$ cat src/rtl/instr_issue_queue.sv
// ---------------------------------------------------------------------------
// instr_issue_queue
//
// Small circular FIFO that buffers decoded instruction words in front of the
// ALU. The loader pushes words. The ALU side takes the oldest word through a
// valid/ready handshake. The queue absorbs loader bursts while the consumer
// stalls, and it reports its occupancy and a sticky overflow status.
//
// Ports:
//   clk        single clock; all state changes on the rising edge
//   rst        asynchronous, active-high reset
//   push       loader presents iw_in this cycle
//   iw_in      instruction word to enqueue
//   flush      synchronous discard of every queued entry; has priority
//   iw_out     oldest queued word (all-zero when the queue is empty)
//   valid_out  iw_out holds a real entry
//   ready_in   consumer accepts iw_out this cycle
//   count      occupancy, 0..DEPTH
//   full       count == DEPTH
//   empty      count == 0
//   overflow   sticky: a push was dropped because the queue was full
//
// Optional feature (macro INSTR_QUEUE_BYPASS_EN):
//   When the macro is defined and the queue is empty, a pushed word is
//   forwarded combinationally to iw_out in the same cycle. If ready_in is
//   also high, the word is consumed without being stored. When the macro is
//   undefined, push-to-valid latency is one cycle.
// ---------------------------------------------------------------------------

package definitions_pkg;

  typedef enum logic [3:0] {
    ADD   = 4'h0,
    SUB   = 4'h1,
    AND   = 4'h2,
    OR    = 4'h3,
    XOR   = 4'h4,
    SLL   = 4'h5,
    SRL   = 4'h6,
    PASSA = 4'h7
  } opcode_e;

  typedef struct packed {
    opcode_e     opcode;
    logic [31:0] a;
    logic [31:0] b;
  } instruction_t;

endpackage

module instr_issue_queue
  import definitions_pkg::*;
#(
  parameter  int DEPTH = 4,
  localparam int CNT_W = $clog2(DEPTH + 1)
) (
  input  logic             clk,
  input  logic             rst,
  input  logic             push,
  input  instruction_t     iw_in,
  input  logic             flush,
  output instruction_t     iw_out,
  output logic             valid_out,
  input  logic             ready_in,
  output logic [CNT_W-1:0] count,
  output logic             full,
  output logic             empty,
  output logic             overflow
);

  localparam int PTR_W = $clog2(DEPTH);

  instruction_t     mem [DEPTH];
  logic [PTR_W-1:0] wp_q, wp_d;
  logic [PTR_W-1:0] rp_q, rp_d;
  logic [CNT_W-1:0] count_q, count_d;
  logic             overflow_q, overflow_d;

  logic isEmpty;
  logic isFull;
  logic bypassValid;
  logic bypassTake;
  logic storePop;
  logic accPush;
  logic doWrite;
  logic dropPush;

  // Status flags come from registered state only, so full/empty/count have
  // no combinational path from push or ready_in.
  always_comb begin
    isEmpty = (count_q == '0);
    isFull  = (count_q == CNT_W'(DEPTH));
  end

  // Bypass is offered only into an empty queue and never while flushing.
  always_comb begin
`ifdef INSTR_QUEUE_BYPASS_EN
    bypassValid = isEmpty && push && !flush;
`else
    bypassValid = 1'b0;
`endif
  end

  // Handshake decode. A bypassed word that the consumer takes right away is
  // never written, so the queue stays empty. A push into a full queue is
  // still accepted when an entry leaves in the same cycle.
  always_comb begin
    storePop   = !isEmpty && ready_in;
    bypassTake = bypassValid && ready_in;
    accPush    = push && (!isFull || storePop);
    doWrite    = accPush && !bypassTake && !flush;
    dropPush   = push && isFull && !storePop;
  end

  // Next-state logic. Flush wins over any push or pop in the same cycle.
  always_comb begin
    wp_d       = wp_q;
    rp_d       = rp_q;
    count_d    = count_q;
    overflow_d = overflow_q;
    if (flush) begin
      wp_d       = '0;
      rp_d       = '0;
      count_d    = '0;
      overflow_d = 1'b0;
    end else begin
      if (doWrite) begin
        wp_d = wp_q + PTR_W'(1);
      end
      if (storePop) begin
        rp_d = rp_q + PTR_W'(1);
      end
      unique case ({doWrite, storePop})
        2'b10:   count_d = count_q + CNT_W'(1);
        2'b01:   count_d = count_q - CNT_W'(1);
        default: count_d = count_q;
      endcase
      overflow_d = overflow_q || dropPush;
    end
  end

  // Control state. Reset discards all entries immediately, without waiting
  // for a clock edge.
  always_ff @(posedge clk or posedge rst) begin
    if (rst) begin
      wp_q       <= '0;
      rp_q       <= '0;
      count_q    <= '0;
      overflow_q <= 1'b0;
    end else begin
      wp_q       <= wp_d;
      rp_q       <= rp_d;
      count_q    <= count_d;
      overflow_q <= overflow_d;
    end
  end

  // Storage array. It has no reset; entries are only ever read while the
  // queue is non-empty. Popped entries are left in place.
  always_ff @(posedge clk) begin
    if (doWrite) begin
      mem[wp_q] <= iw_in;
    end
  end

  // First-word-fall-through output. An empty queue shows all-zero unless a
  // word is being bypassed.
  always_comb begin
    if (!isEmpty) begin
      iw_out = mem[rp_q];
    end else if (bypassValid) begin
      iw_out = iw_in;
    end else begin
      iw_out = '0;
    end
    valid_out = !isEmpty || bypassValid;
    count     = count_q;
    full      = isFull;
    empty     = isEmpty;
    overflow  = overflow_q;
  end

endmodule

$ cat config.mk
export PLATFORM = sky130hd
export DESIGN_NAME = instr_issue_queue
export DESIGN_NICKNAME = d
export VERILOG_FILES = /design/src/rtl/instr_issue_queue.sv
export SDC_FILE = /design/constraint.sdc
export NUM_CORES = 1
export LEC_CHECK = 0
export BUFFER_PORTS_ARGS = -buffer_cell sky130_fd_sc_hd__buf_2
export CAP_MARGIN = 20
export CORE_MARGIN = 3
export CORE_UTILIZATION = 45
export CTS_BUF_LIST = sky130_fd_sc_hd__clkbuf_2
export CTS_CLUSTER_DIAMETER = 100
export DETAILED_ROUTE_END_ITERATION = 6
export GPL_TIMING_DRIVEN = 0
export PLACE_DENSITY = 0.66
export SLEW_MARGIN = 20
export SYNTH_ARGS = -nofsm -noshare
export SYNTH_HDL_FRONTEND = slang
export SYNTH_SLANG_ARGS = --single-unit
$ cat constraint.sdc
create_clock -name clk -period 3.2 [get_ports clk]
set_input_delay 0.48 -clock clk [delete_from_list [all_inputs] [get_ports clk]]
set_output_delay 0.48 -clock clk [all_outputs]
set_load 0.02 [all_outputs]
==> impl_metrics.json <==
{
  "status": "complete, no violations",
  "die_w_um": 161,
  "place_congestion": 0.749,
  "peakVddDrop_mv": 0.379,
  "crit_top_cell": "buf_2",
  "p_leak_nw": 4.93,
  "cpLargestDelayFamily": "buffers and inverters",
  "synth_xor_area_share_pct": 0.322,
  "die-area_um2": 26100,
  "cap_viol_max_count": 0,
  "yosys.area_share.simple_pct": 5.19,
  "synthMuxAreaShare_pct": 14.3,
  "via_per_inst": 4.96,
  "critPathRequiredTime_ps": 2720,
  "critPathMaxStageDelay_ps": 410,
  "cts_inserted_buffers": 69,
  "synthesis.area_um2": 10900,
  "hold_violations": 0,
  "dr_total_vias": 5737,
  "grt_max_degree": 41,
  "min_period_ps": 2970,
  "path_class": "register to output port",
  "cp_num_buf_inv": 4,
  "seq_area_frac_synth_pct": 76.9,
  "io_buffers": 145,
  "cts.htree.levels": 3,
  "clock_latency_ps": 810,
  "syn-num-nets": 578,
  "min_period_over_period_pct": 92.9,
  "grt_pass1_vias": 6456,
  "postPlaceCellArea_um2": 12100,
  "grtUsageTotal_pct": 16.8,
  "antenna_found_initial": 1,
  "synth_cells": 500,
  "ys_ff_latch": 280,
  "critPathArrivalTime_ps": 2490,
  "start_util_pct": 46.1,
  "cts_root_buf": "clkbuf_2",
  "p_per_area_nw_per_um2": 593,
  "avgSynthCellArea_um2": 21.8,
  "tightest_slew_ps": 636,
  "placementRows": 56,
  "slew_viol_final": 0,
  "critPathCaptureType": "output port",
  "first_pass_iters": 5,
  "drt_iter0_drc": 364,
  "drive_gt1_share_pct": 42.8,
  "ios": 148,
  "synth_top_family_by_area": "multiplexers",
  "yosysWarnings": 0,
  "cp-start-kind": "register",
  "hold-worst-slack_ps": 132,
  "path_cells": "buf_2, or3_1, buf_2, clkbuf_2, and2_1, buf_2",
  "grt_overflow": 0,
  "skew_ps": 78.0,
  "syn2layout_area_growth_pct": 24.4,
  "wirelength_um": 21300,
  "cts.sinks": 280,
  "synth_fa_ha_area_share_pct": 0.644,
  "synth_compound_area_share_pct": 0.736,
  "slowest_stage": "dfrtp_1",
  "hold_path.class": "input port to register",
  "fin_area_um2": 13500,
  "setup_viol": 0,
  "wl_per_cell_um": 18.4,
  "final_nets": 870,
  "clockBufferDepth": 3,
  "ant_nets": 0,
  "max_freq_mhz": 336,
  "grt_pass1_wl_um": 34000,
  "core_um2": 23600,
  "rsz0062_at_grt": "no",
  "relSlewSlack_pct": 57.6,
  "dp.final_hpwl_um": 12800,
  "cts_tree": "yes",
  "dieHeight_um": 161,
  "path_clk_slew_ps": 100,
  "cp_max_fo": 10,
  "drc_errors": 0,
  "synth.distinct_cells": 32
}
-- final cells by class --
type / count / area (um2)
Antenna cell: 1 / 2.50
Buffer: 29 / 198
Clock buffer: 100 / 500
Clock inverter: 16 / 170
Fill cell: 1868 / 10100
Inverter: 7 / 26.3
Multi-Input combinational cell: 184 / 2310
Sequential cell: 280 / 8370
Tap cell: 319 / 399
Timing Repair Buffer: 221 / 1550
-- routing by layer --
metal  GRT usage (%)  vias to the layer above  part of all wire, %
met2            27.6                      187                   52
met1            22.0                     2890                   41
met4            5.48                        0                  1.2
li1                -                     2636                    -
met3            4.72                       24                  6.2
met5               0                        -                    0
-- Yosys cell counts (all sizes together) --
cell type / count / share of area [%]
edfxtp: 272 / 75
and2: 73 / 4.2
mux4: 68 / 14
buf: 16 / 1.2
clkbuf: 13 / 0.45
dfrtp: 8 / 1.8
inv: 7 / 0.24
nor2: 7 / 0.24
a21oi: 4 / 0.18
ha: 4 / 0.46
nand2: 4 / 0.14
xor2: 3 / 0.24
nand3: 2 / 0.092
o2111ai: 2 / 0.16
or3: 2 / 0.12
a31oi: 1 / 0.058
fa: 1 / 0.18
mux2: 1 / 0.10
mux2i: 1 / 0.092
nor2b: 1 / 0.058
nor3b: 1 / 0.069
nor4b: 1 / 0.14
o211ai: 1 / 0.069
o21ai: 1 / 0.046
o21bai: 1 / 0.069
o311ai: 1 / 0.081
o31ai: 1 / 0.069
or2: 1 / 0.058
or3b: 1 / 0.081
xnor2: 1 / 0.081
-- worst paths after layout --
check,start,endpoint,slack [ps],depth (start not counted)
worst max-delay path,count[0],iw_out[46],230,6
worst min-delay path,flush,overflow,130,2
worst max register to register,count[0],count[2],700,7
worst min register to register,overflow,overflow,530,2
max in group asynchronous,rst,wp_q[0],2710,3
min in group asynchronous,rst,count[2],230,3
-- repair_timing --
action / in CTS / in global routing
setup endpoints to repair: 9 / 68
resized for setup: 4 / 19
hold endpoints to repair: 281 / 0
pin swaps: 0 / 0
gates cloned: 0 / 0
setup buffers: 0 / 2
hold buffers: 70 / 0
-- layout by cell type, fill, tap and decap left out, types with 4 or more instances in the layout --
cell type,n
a21oi_1,4
mux4_2,68
buf_6,8
nor2_1,7
nand2_1,4
and2_1,69
ha_1,4
buf_2,154
dlygate4sd3_1,70
clkinv_1,10
buf_16,4
dfrtp_1,8
inv_1,6
bufinv_16,4
edfxtp_1,272
and2_4,4
clkbuf_2,108
-- power breakdown --
part           leakage [nW]  switching, mW  internal [mW]
Combinational          1.86          0.777          0.626
Sequential             2.58         0.0306           4.14
Clock                 0.496           1.30           1.15
-- metrics by stage --
stage	util, %	std cells	setup slack, ps	setup TNS (ps)	total power, mW
after global routing	57.3	1157	2.61	0	8.44
after detailed placement	51.3	968	685	0	5.60
after CTS	57.2	1154	1.73	0	8.15
after floorplan	-	500	51.0	0	5.14
after global placement	50.8	964	-1230	-333150	5.57
final	57.3	1157	228	0	8.02
-- registers in the layout, summed over array words and instances (netlist names) --
name,flops
mem,272
count,3
rp_q,2
wp_q,2
overflow,1
-- kinds of logic (layout without fill, tap and decap cells) --
family                   after synthesis  after routing
multiplexers                          70             70
other                                  0              1
AND/OR/NAND/NOR                       93             93
buffers and inverters                 36            373
flip-flops                           280            280
XOR/XNOR                               4              4
adder cells (fa/ha/maj)                5              5
AO/OA/AOI/OAI                         12             12
Power figures use the tool's default switching activity.
